**src/rtl/pwm_capture_if.sv**
```systemverilog
// PWM capture port bundle: the measured input plus the measurement results.
// master drives PwmIn and observes results; slave is the capture block.
interface pwm_capture_if #(
   parameter int SIZE = 21
);
   logic            PwmIn;
   logic [SIZE-1:0] Width;
   logic [SIZE-1:0] Period;
   logic            Valid;
   logic            Timeout;
   logic            Level;

   modport master (
      output PwmIn,
      input  Width,
      input  Period,
      input  Valid,
      input  Timeout,
      input  Level
   );

   modport slave (
      input  PwmIn,
      output Width,
      output Period,
      output Valid,
      output Timeout,
      output Level
   );
endinterface

```
**src/rtl/pwm_capture.sv**
```systemverilog
// PWM width/period capture; Valid 3 clk after the closing PwmIn rise (7 with
// PWM_CAPTURE_GLITCH_FILTER_EN defined); no backpressure, results simply overwrite.
module pwm_capture #(
   parameter int SIZE      = 21,
   parameter int MAX_COUNT = 2000000
) (
   input  logic              clk,
   input  logic              rst_n,
   pwm_capture_if.slave      bus
);

   localparam logic [SIZE-1:0] MAX_CNT = SIZE'(MAX_COUNT);
   localparam logic [SIZE-1:0] ONE     = SIZE'(1);

   typedef enum logic [1:0] {
      S_IDLE,
      S_HIGH,
      S_LOW
   } state_t;

   logic            sync1;
   logic            sync2;
   logic            lvl;
   logic            lvl_prev;
   logic            rise;
   logic            fall;

   state_t          state;
   logic [SIZE-1:0] cnt;
   logic [SIZE-1:0] high_time;
   logic [SIZE-1:0] width_q;
   logic [SIZE-1:0] period_q;
   logic            valid_q;
   logic            timeout_q;

   always_ff @(posedge clk or negedge rst_n) begin
      if (!rst_n) begin
         sync1 <= 1'b0;
         sync2 <= 1'b0;
      end else begin
         sync1 <= bus.PwmIn;
         sync2 <= sync1;
      end
   end

`ifdef PWM_CAPTURE_GLITCH_FILTER_EN
   logic       filt;
   logic [1:0] stab_cnt;

   // Level follows the synchronizer only after it has disagreed for 4 straight cycles.
   always_ff @(posedge clk or negedge rst_n) begin
      if (!rst_n) begin
         filt     <= 1'b0;
         stab_cnt <= 2'd0;
      end else if (sync2 == filt) begin
         stab_cnt <= 2'd0;
      end else if (stab_cnt == 2'd3) begin
         filt     <= sync2;
         stab_cnt <= 2'd0;
      end else begin
         stab_cnt <= stab_cnt + 2'd1;
      end
   end

   assign lvl = filt;
`else
   assign lvl = sync2;
`endif

   always_ff @(posedge clk or negedge rst_n) begin
      if (!rst_n) begin
         lvl_prev <= 1'b0;
      end else begin
         lvl_prev <= lvl;
      end
   end

   assign rise = lvl & ~lvl_prev;
   assign fall = ~lvl & lvl_prev;

   // An edge on the same cycle the counter hits its limit wins over the timeout.
   always_ff @(posedge clk or negedge rst_n) begin
      if (!rst_n) begin
         state     <= S_IDLE;
         cnt       <= '0;
         high_time <= '0;
         width_q   <= '0;
         period_q  <= '0;
         valid_q   <= 1'b0;
         timeout_q <= 1'b0;
      end else begin
         valid_q <= 1'b0;
         case (state)
            S_IDLE: begin
               if (rise) begin
                  state <= S_HIGH;
                  cnt   <= ONE;
               end else begin
                  cnt <= '0;
               end
            end
            S_HIGH: begin
               if (fall) begin
                  high_time <= cnt;
                  state     <= S_LOW;
                  cnt       <= (cnt >= MAX_CNT) ? MAX_CNT : cnt + ONE;
               end else if (cnt >= MAX_CNT) begin
                  timeout_q <= 1'b1;
                  state     <= S_IDLE;
                  cnt       <= '0;
               end else begin
                  cnt <= cnt + ONE;
               end
            end
            S_LOW: begin
               if (rise) begin
                  period_q  <= cnt;
                  width_q   <= high_time;
                  valid_q   <= 1'b1;
                  timeout_q <= 1'b0;
                  state     <= S_HIGH;
                  cnt       <= ONE;
               end else if (cnt >= MAX_CNT) begin
                  timeout_q <= 1'b1;
                  state     <= S_IDLE;
                  cnt       <= '0;
               end else begin
                  cnt <= cnt + ONE;
               end
            end
            default: begin
               state <= S_IDLE;
               cnt   <= '0;
            end
         endcase
      end
   end

   assign bus.Width   = width_q;
   assign bus.Period  = period_q;
   assign bus.Valid   = valid_q;
   assign bus.Timeout = timeout_q;
   assign bus.Level   = lvl;

endmodule

```
**src/flat_wrapper.sv**
```systemverilog
// flat-port wrapper written by rule: the top's interface ports become plain ports
module pwm_capture_flat 
#(
   parameter int SIZE      = 21,
   parameter int MAX_COUNT = 2000000
)
  (clk, rst_n, bus_PwmIn, bus_Width, bus_Period, bus_Valid, bus_Timeout, bus_Level);
  pwm_capture_if #(.SIZE(SIZE)) bus_i ();
  input  logic clk;
  input  logic rst_n;
  input wire logic [$bits(bus_i.PwmIn)-1:0] bus_PwmIn;
  output wire logic [$bits(bus_i.Width)-1:0] bus_Width;
  output wire logic [$bits(bus_i.Period)-1:0] bus_Period;
  output wire logic [$bits(bus_i.Valid)-1:0] bus_Valid;
  output wire logic [$bits(bus_i.Timeout)-1:0] bus_Timeout;
  output wire logic [$bits(bus_i.Level)-1:0] bus_Level;
  assign bus_i.PwmIn = bus_PwmIn;
  assign bus_Width = bus_i.Width;
  assign bus_Period = bus_i.Period;
  assign bus_Valid = bus_i.Valid;
  assign bus_Timeout = bus_i.Timeout;
  assign bus_Level = bus_i.Level;
  pwm_capture #(.SIZE(SIZE), .MAX_COUNT(MAX_COUNT)) u_core (.clk(clk), .rst_n(rst_n), .bus(bus_i));
endmodule
```
**config.mk**
```make
export PLATFORM = sky130hd
export DESIGN_NAME = pwm_capture_flat
export DESIGN_NICKNAME = d
export VERILOG_FILES = /design/src/rtl/pwm_capture_if.sv /design/src/rtl/pwm_capture.sv /design/src/flat_wrapper.sv
export SDC_FILE = /design/constraint.sdc
export NUM_CORES = 1
export LEC_CHECK = 0
export ABC_CLOCK_PERIOD_IN_PS = 5520
export BUFFER_PORTS_ARGS = -buffer_cell sky130_fd_sc_hd__buf_2
export CORE_UTILIZATION = 61
export CTS_CLUSTER_DIAMETER = 40
export DETAILED_ROUTE_END_ITERATION = 10
export PLACE_DENSITY_LB_ADDON = 0.2
export RECOVER_POWER = 100
export SYNTH_ARGS = -nofsm -noshare
export SYNTH_HDL_FRONTEND = slang
export SYNTH_SLANG_ARGS = --single-unit
```
**constraint.sdc**
```tcl
create_clock -name clk -period 5.52 [get_ports clk]
set_input_delay 0 -clock clk [delete_from_list [all_inputs] [get_ports clk]]
set_output_delay 0 -clock clk [all_outputs]
set_load 0.005 [all_outputs]
```
# Word level (Yosys, flattened, before mapping)
# Index checks and enable logic that the tools add are counted.
[totals] register_bits=91 in_bits=3 out_inout_bits=45 elab_cells=42
[op_classes] n_addsub=1 order_cmp=1 eq_ne=4 n_mux=17 bitwise_logic=4 n_reduce_logical=5
[op_table] cell="$mux W21" n=4
[op_table] cell="$pmux W21 S3" n=1
[op_table] cell="$add A21 B1 Y21 const B" n=1
[op_table] cell="$ge A21 B21 Y1 const B" n=1
[op_table] cell="$mux W2" n=4
[op_table] cell="$mux W1" n=6
[op_table] cell="$pmux W2 S3" n=1
[op_table] cell="$reduce_and A2 Y1" n=3
[op_table] cell="$and A1 B1 Y1" n=2
[op_table] cell="$eq A2 B1 Y1 const B" n=1
[op_table] cell="$eq A2 B2 Y1 const B" n=1
[op_table] cell="$logic_not A2 Y1" n=1
[op_table] cell="$ne A2 B1 Y1 const B" n=1
[op_table] cell="$ne A2 B2 Y1 const B" n=1
[op_table] cell="$not A1 Y1" n=2
[op_table] cell="$pmux W1 S2" n=1
[op_table] cell="$reduce_bool A2 Y1" n=1

# Longest topological paths before layout
[depth] depth_word=4 ltp_mapped=7 depth_no_buf=5

# Worst setup path after synthesis
# OpenSTA, ideal clock, no wires.
[synth_timing] kind="register to register" startpoint="register u_core.cnt[9]" endpoint="register u_core.cnt[19]" setup_time_ns=0.087 arrival_time_ns=1.818 t_required_ns=5.433 path_slack_ns=3.615 stages_incl_launch_ff=7 path_buffers=2 period_less_slack_ns=1.905 path_cell_list="dfrtp_1 > clkbuf_1 > nand4_1 > or4_1 > buf_2 > or4_1 > a32oi_1"
[synth_via] elab_chain_cells=4 word_cells_on_any_way=7 cone_classes="add/sub: 1; order compare: 1; mux: 5"
[synth_rtl] item="from (decl)" line_no="pwm_capture.sv:29" rtl="logic [SIZE-1:0] cnt;"
[synth_rtl] item="from (signal assigned)" line_no="pwm_capture.sv:106" rtl="cnt <= (cnt >= MAX_CNT) ? MAX_CNT : cnt + ONE;"
[synth_rtl] item="from (signal assigned)" line_no="pwm_capture.sv:112" rtl="cnt <= cnt + ONE;"
[synth_rtl] item="from (signal assigned)" line_no="pwm_capture.sv:128" rtl="cnt <= cnt + ONE;"
[synth_rtl] item="$add A21 B1 Y21 or $ge A21 B21 Y1 (tied branches)"
[synth_rtl] item="$mux W21, on equally long branches" line_no="pwm_capture.sv:107, pwm_capture.sv:123, pwm_capture.sv:106"
[synth_rtl] item="$mux W21, on equally long branches" line_no="pwm_capture.sv:116, pwm_capture.sv:103"
[synth_rtl] item="$pmux W21 S3 *" line_no="pwm_capture.sv:93" rtl="case (state)"
# Every way passes the cells marked *; elsewhere a longest branch is shown, timed or not.
# A chain may end at the register's enable or synchronous reset.

# Worst setup path in the final report
[layout_timing] startpoint="register u_core.lvl_prev" endpoint="register u_core.width_q[8], in the netlist u_core.bus.Width[8]"
[layout_via] elab_chain_cells=3
[layout_rtl] item="from (decl)" line_no="pwm_capture.sv:24" rtl="logic lvl_prev;"
[layout_rtl] item="from (signal assigned)" line_no="pwm_capture.sv:74" rtl="lvl_prev <= lvl;"
[layout_rtl] item="$not A1 Y1" line_no="pwm_capture.sv:78" rtl="assign rise = lvl & ~lvl_prev;"
[layout_rtl] item="$and A1 B1 Y1" line_no="pwm_capture.sv:78"
[layout_rtl] item="$reduce_and A2 Y1 (no source line)"
[layout_rtl] item="to (signal assigned)" line_no="pwm_capture.sv:118" rtl="width_q <= high_time;"
[layout_rtl] item="to (decl)" line_no="pwm_capture.sv:31" rtl="logic [SIZE-1:0] width_q;"
# Every way passes these cells.

==> run_results.csv <==
group,metric,value,unit
cts,clockBufferDepth,2,
job,drv_cap,2,
logic_synthesis,netlist_area,3750,µm²
cts,cts_resized,0,
routing,via_count,2512,
logic_synthesis,syn_nets,325,
routing,ant_nets,0,
cts,hold_buffers,2,
critical_path,path_cells,"nand2b_1, nor2_1, clkbuf_1, mux2_2",
floorplanning,die_h,80.4,µm
placement,place_area,4050,µm²
sta,setup_tns,0,ns
cts,ctsRootBufferMaster,"clkbuf_8",
finish,area_delta_synth_final,12.9,%
floorplanning,fp.coreArea,5920,µm²
min_path,min_to,"u_core.sync1$_DFF_PN0_",
global_routing,grt_pass1_wl,11300,µm
pwr,worst_ir_drop_vdd,0.235,mV
pwr,p_sw_frac,0.251,
cts,h-tree-depth,3,
cts,clk_latency,0.35,ns
pwr,pwr-share-comb,0.107,
sta,fin_skew,0.00708,ns
finish,antenna_cells,0,
finish,num-nets-final,373,
critical_path,critPathKind,"reg -> reg",
critical_path,r2r_slack,2.09,ns
logic_synthesis,synth_edf_count,0,
logic_synthesis,yosysSeqAreaShare,0.608,
cts,cts_sinks,91,
floorplanning,dieArea,6460,µm²
pwr,p_per_area,313,nW/µm²
pwr,p_leak,0.00214,µW
min_path,whs_path_depth,2,
floorplanning,rows,28,
finish,multiInputGateArea,1390,µm²
critical_path,r2r_end,"u_core.bus.Width[8]$_DFFE_PN0P_",
pwr,power_frac_clock,0.342,
critical_path,critical-path-max-stage-delay,1.50,ns
cts,cts_setup_buffers,0,
status,violations,"capacitance limit, slew limit",
sta,rsz0062_at_grt,"no",
critical_path,cp.required,5.75,ns
finish,final_area,4230,µm²
pwr,switchingPower,332,µW
cts,clk_pin_slew,0.08,ns
critical_path,cp.arrival,3.66,ns
pwr,p_int,994,µW
global_routing,grt_max_degree,92,
floorplanning,die_x,80.4,µm
logic_synthesis,ys_seq_elements,91,
sta,worstMarginPinSlew,2.18,ns
critical_path,startpoint_type,"flop",
critical_path,crit_slowest_cell,"clkbuf_1",
critical_path,r2r-start,"u_core.lvl_prev$_DFF_PN0_",
global_routing,first_global_vias,2377,
global_routing,overflow,0,
logic_synthesis,synthCells,320,
pwr,pwr-share-seq,0.551,
critical_path,end_kind,"flop",
logic_synthesis,async_flop_share,1.00,
floorplanning,io_pins,48,
sta,worst_hold_slack,0.301,ns
finish,regArea,2280,µm²
logic_synthesis,yosys_warnings,0,
global_routing,antenna_found_initial,0,
routing,drc,0,
critical_path,reg2regPathDepth,4,
min_path,worstHoldStart,"bus_PwmIn",
global_routing,grt_usage,0.237,
min_path,hp-class,"in -> reg",
sta,drv_slew,127,
sta,hold_viol,0,
routing,wl,6910,µm
sta,setup_viol,0,
sta,fin_crit,3.43,ns
logic_synthesis,syn_avg_cell_area,11.7,µm²
routing,drt_iter0_drc,234,
placement,gp_congestion,0.853,
routing,wl_per_cell,15.5,µm
sta,fmax,0.292,GHz
sta,post-route-period-util,0.621,
placement,place_hpwl,4490,µm
finish,final_layout_size_suffix_gt1_frac,0.251,
logic_synthesis,synthFlopType,"dfrtp_1",
routing,viasPerCell,5.63,
routing,drt_pass1_iterations,5,
placement,port_buffers,47,
logic_synthesis,synth_cell_types,39,
cts,cts_buffers,9,
sta,maxSlewHeadroom,-0.450,
critical_path,path_max_fanout,34,
cts,cts_tree,"built",
status,status,"complete, but fails checks",
floorplanning,initial_core_util,0.633,
finish,fillers,427,
area by class of cell:
cell class	instances	area share
flip-flops and latches	91	0.538
well taps	75	0.0222
inverters	7	0.00621
clock buffers	12	0.0390
clock inverters	2	0.00828
repair buffers	52	0.0586
multi-input cells	207	0.327
layer usage:
layer | global-route usage | share of wire
met1 | 0.339 | 0.47
met4 | 0.0893 | 0.015
met5 | 0 | 0
met3 | 0.0602 | 0.037
met2 | 0.349 | 0.48
worst max-delay path by stage:
stage                              start                                to  cells after the start
3_5_place_dp    u_core.cnt[18]$_DFF_PN0_          u_core.cnt[20]$_DFF_PN0_                      5
4_1_cts         u_core.cnt[18]$_DFF_PN0_          u_core.cnt[20]$_DFF_PN0_                      5
6_report       u_core.lvl_prev$_DFF_PN0_   u_core.bus.Width[8]$_DFFE_PN0P_                      4
5_1_grt        u_core.lvl_prev$_DFF_PN0_  u_core.bus.Period[9]$_DFFE_PN0P_                      4
3_3_place_gp    u_core.cnt[18]$_DFF_PN0_          u_core.cnt[20]$_DFF_PN0_                      5
2_1_floorplan    u_core.cnt[9]$_DFF_PN0_          u_core.cnt[19]$_DFF_PN0_                      6
synth_stat cells (3+ instances only):
cell type,number,area (µm²)
and3_1,4,25.0
nand2b_1,3,18.8
o31ai_1,3,22.5
clkbuf_1,12,45.0
or3_1,4,25.0
a21oi_1,5,25.0
or4_1,3,22.5
nand2_1,59,221
xor2_1,6,52.6
nor2_1,13,48.8
a32oi_1,4,35.0
o21ai_0,11,55.1
dfrtp_1,91,2280
nand4_1,7,43.8
mux2_2,42,473
nand3_1,9,45.0
inv_1,7,26.3
nor3_1,5,25.0
xnor2_1,5,43.8
registers in the layout, indices dropped and copies added, names as in the netlist:
register,count
u_core.bus.Period,21
u_core.bus.Width,21
u_core.cnt,21
u_core.high_time,21
u_core.state,2
u_core.bus.Level,1
u_core.bus.Timeout,1
u_core.bus.Valid,1
u_core.lvl_prev,1
u_core.sync1,1
power by group through the flow:
stage	sequential, µW	clock (µW)	combinational (µW)
after floorplan	737	0	94.4
after detailed placement	745	0	146
final	731	453	142
after global placement	743	0	145
after global routing	737	488	161
after CTS	731	458	149
cells in the final DEF, fill, tap and decap left out, drive strengths merged, types with 2 or more instances in the layout:
cell / count
dfrtp: 91
nand2: 60
mux2: 42
buf: 33
clkbuf: 29
nor2: 13
o21ai: 12
nand3: 10
inv: 7
nand4: 7
xor2: 6
nor3: 5
xnor2: 5
a21oi: 5
and3: 4
or3: 4
a32oi: 4
o31ai: 3
nand2b: 3
or4: 3
nor2b: 2
a211oi: 2
and2: 2
a22oi: 2
o221ai: 2
ha: 2
dlygate4sd3: 2
and4: 2
critical path, delay by kind of cell (launching register included):
| family | cells | cell delay [ns] |
|---|---|---|
| muxes | 1 | 0.46 |
| and+or+nand+nor | 2 | 0.90 |
| DFF | 1 | 0.44 |
| buffers and inverters | 1 | 1.50 |
per-stage QoR:
stage	power (µW)	utilization	instances	setup slack (ns)
4_1_cts	1340	0.721	446	3.37
3_3_place_gp	888	0.684	430	3.42
3_5_place_dp	891	0.684	430	3.40
2_1_floorplan	832	-	320	3.61
5_1_grt	1390	0.714	446	1.88
6_report	1330	0.714	446	2.09
logic make-up (layout without fill, tap and decap cells):
| family | Yosys count | after routing | synth area share |
|---|---|---|---|
| adders and majority gates | 2 | 2 | 0.00668 |
| buffers and inverters | 22 | 73 | 0.0227 |
| and+or+nand+nor | 116 | 116 | 0.146 |
| muxes | 43 | 43 | 0.129 |
| AOI/OAI and AO/OA | 35 | 35 | 0.0624 |
| xor gates and xnor gates | 11 | 11 | 0.0257 |
| DFF | 91 | 91 | 0.608 |
Power figures use the tool's default switching activity.
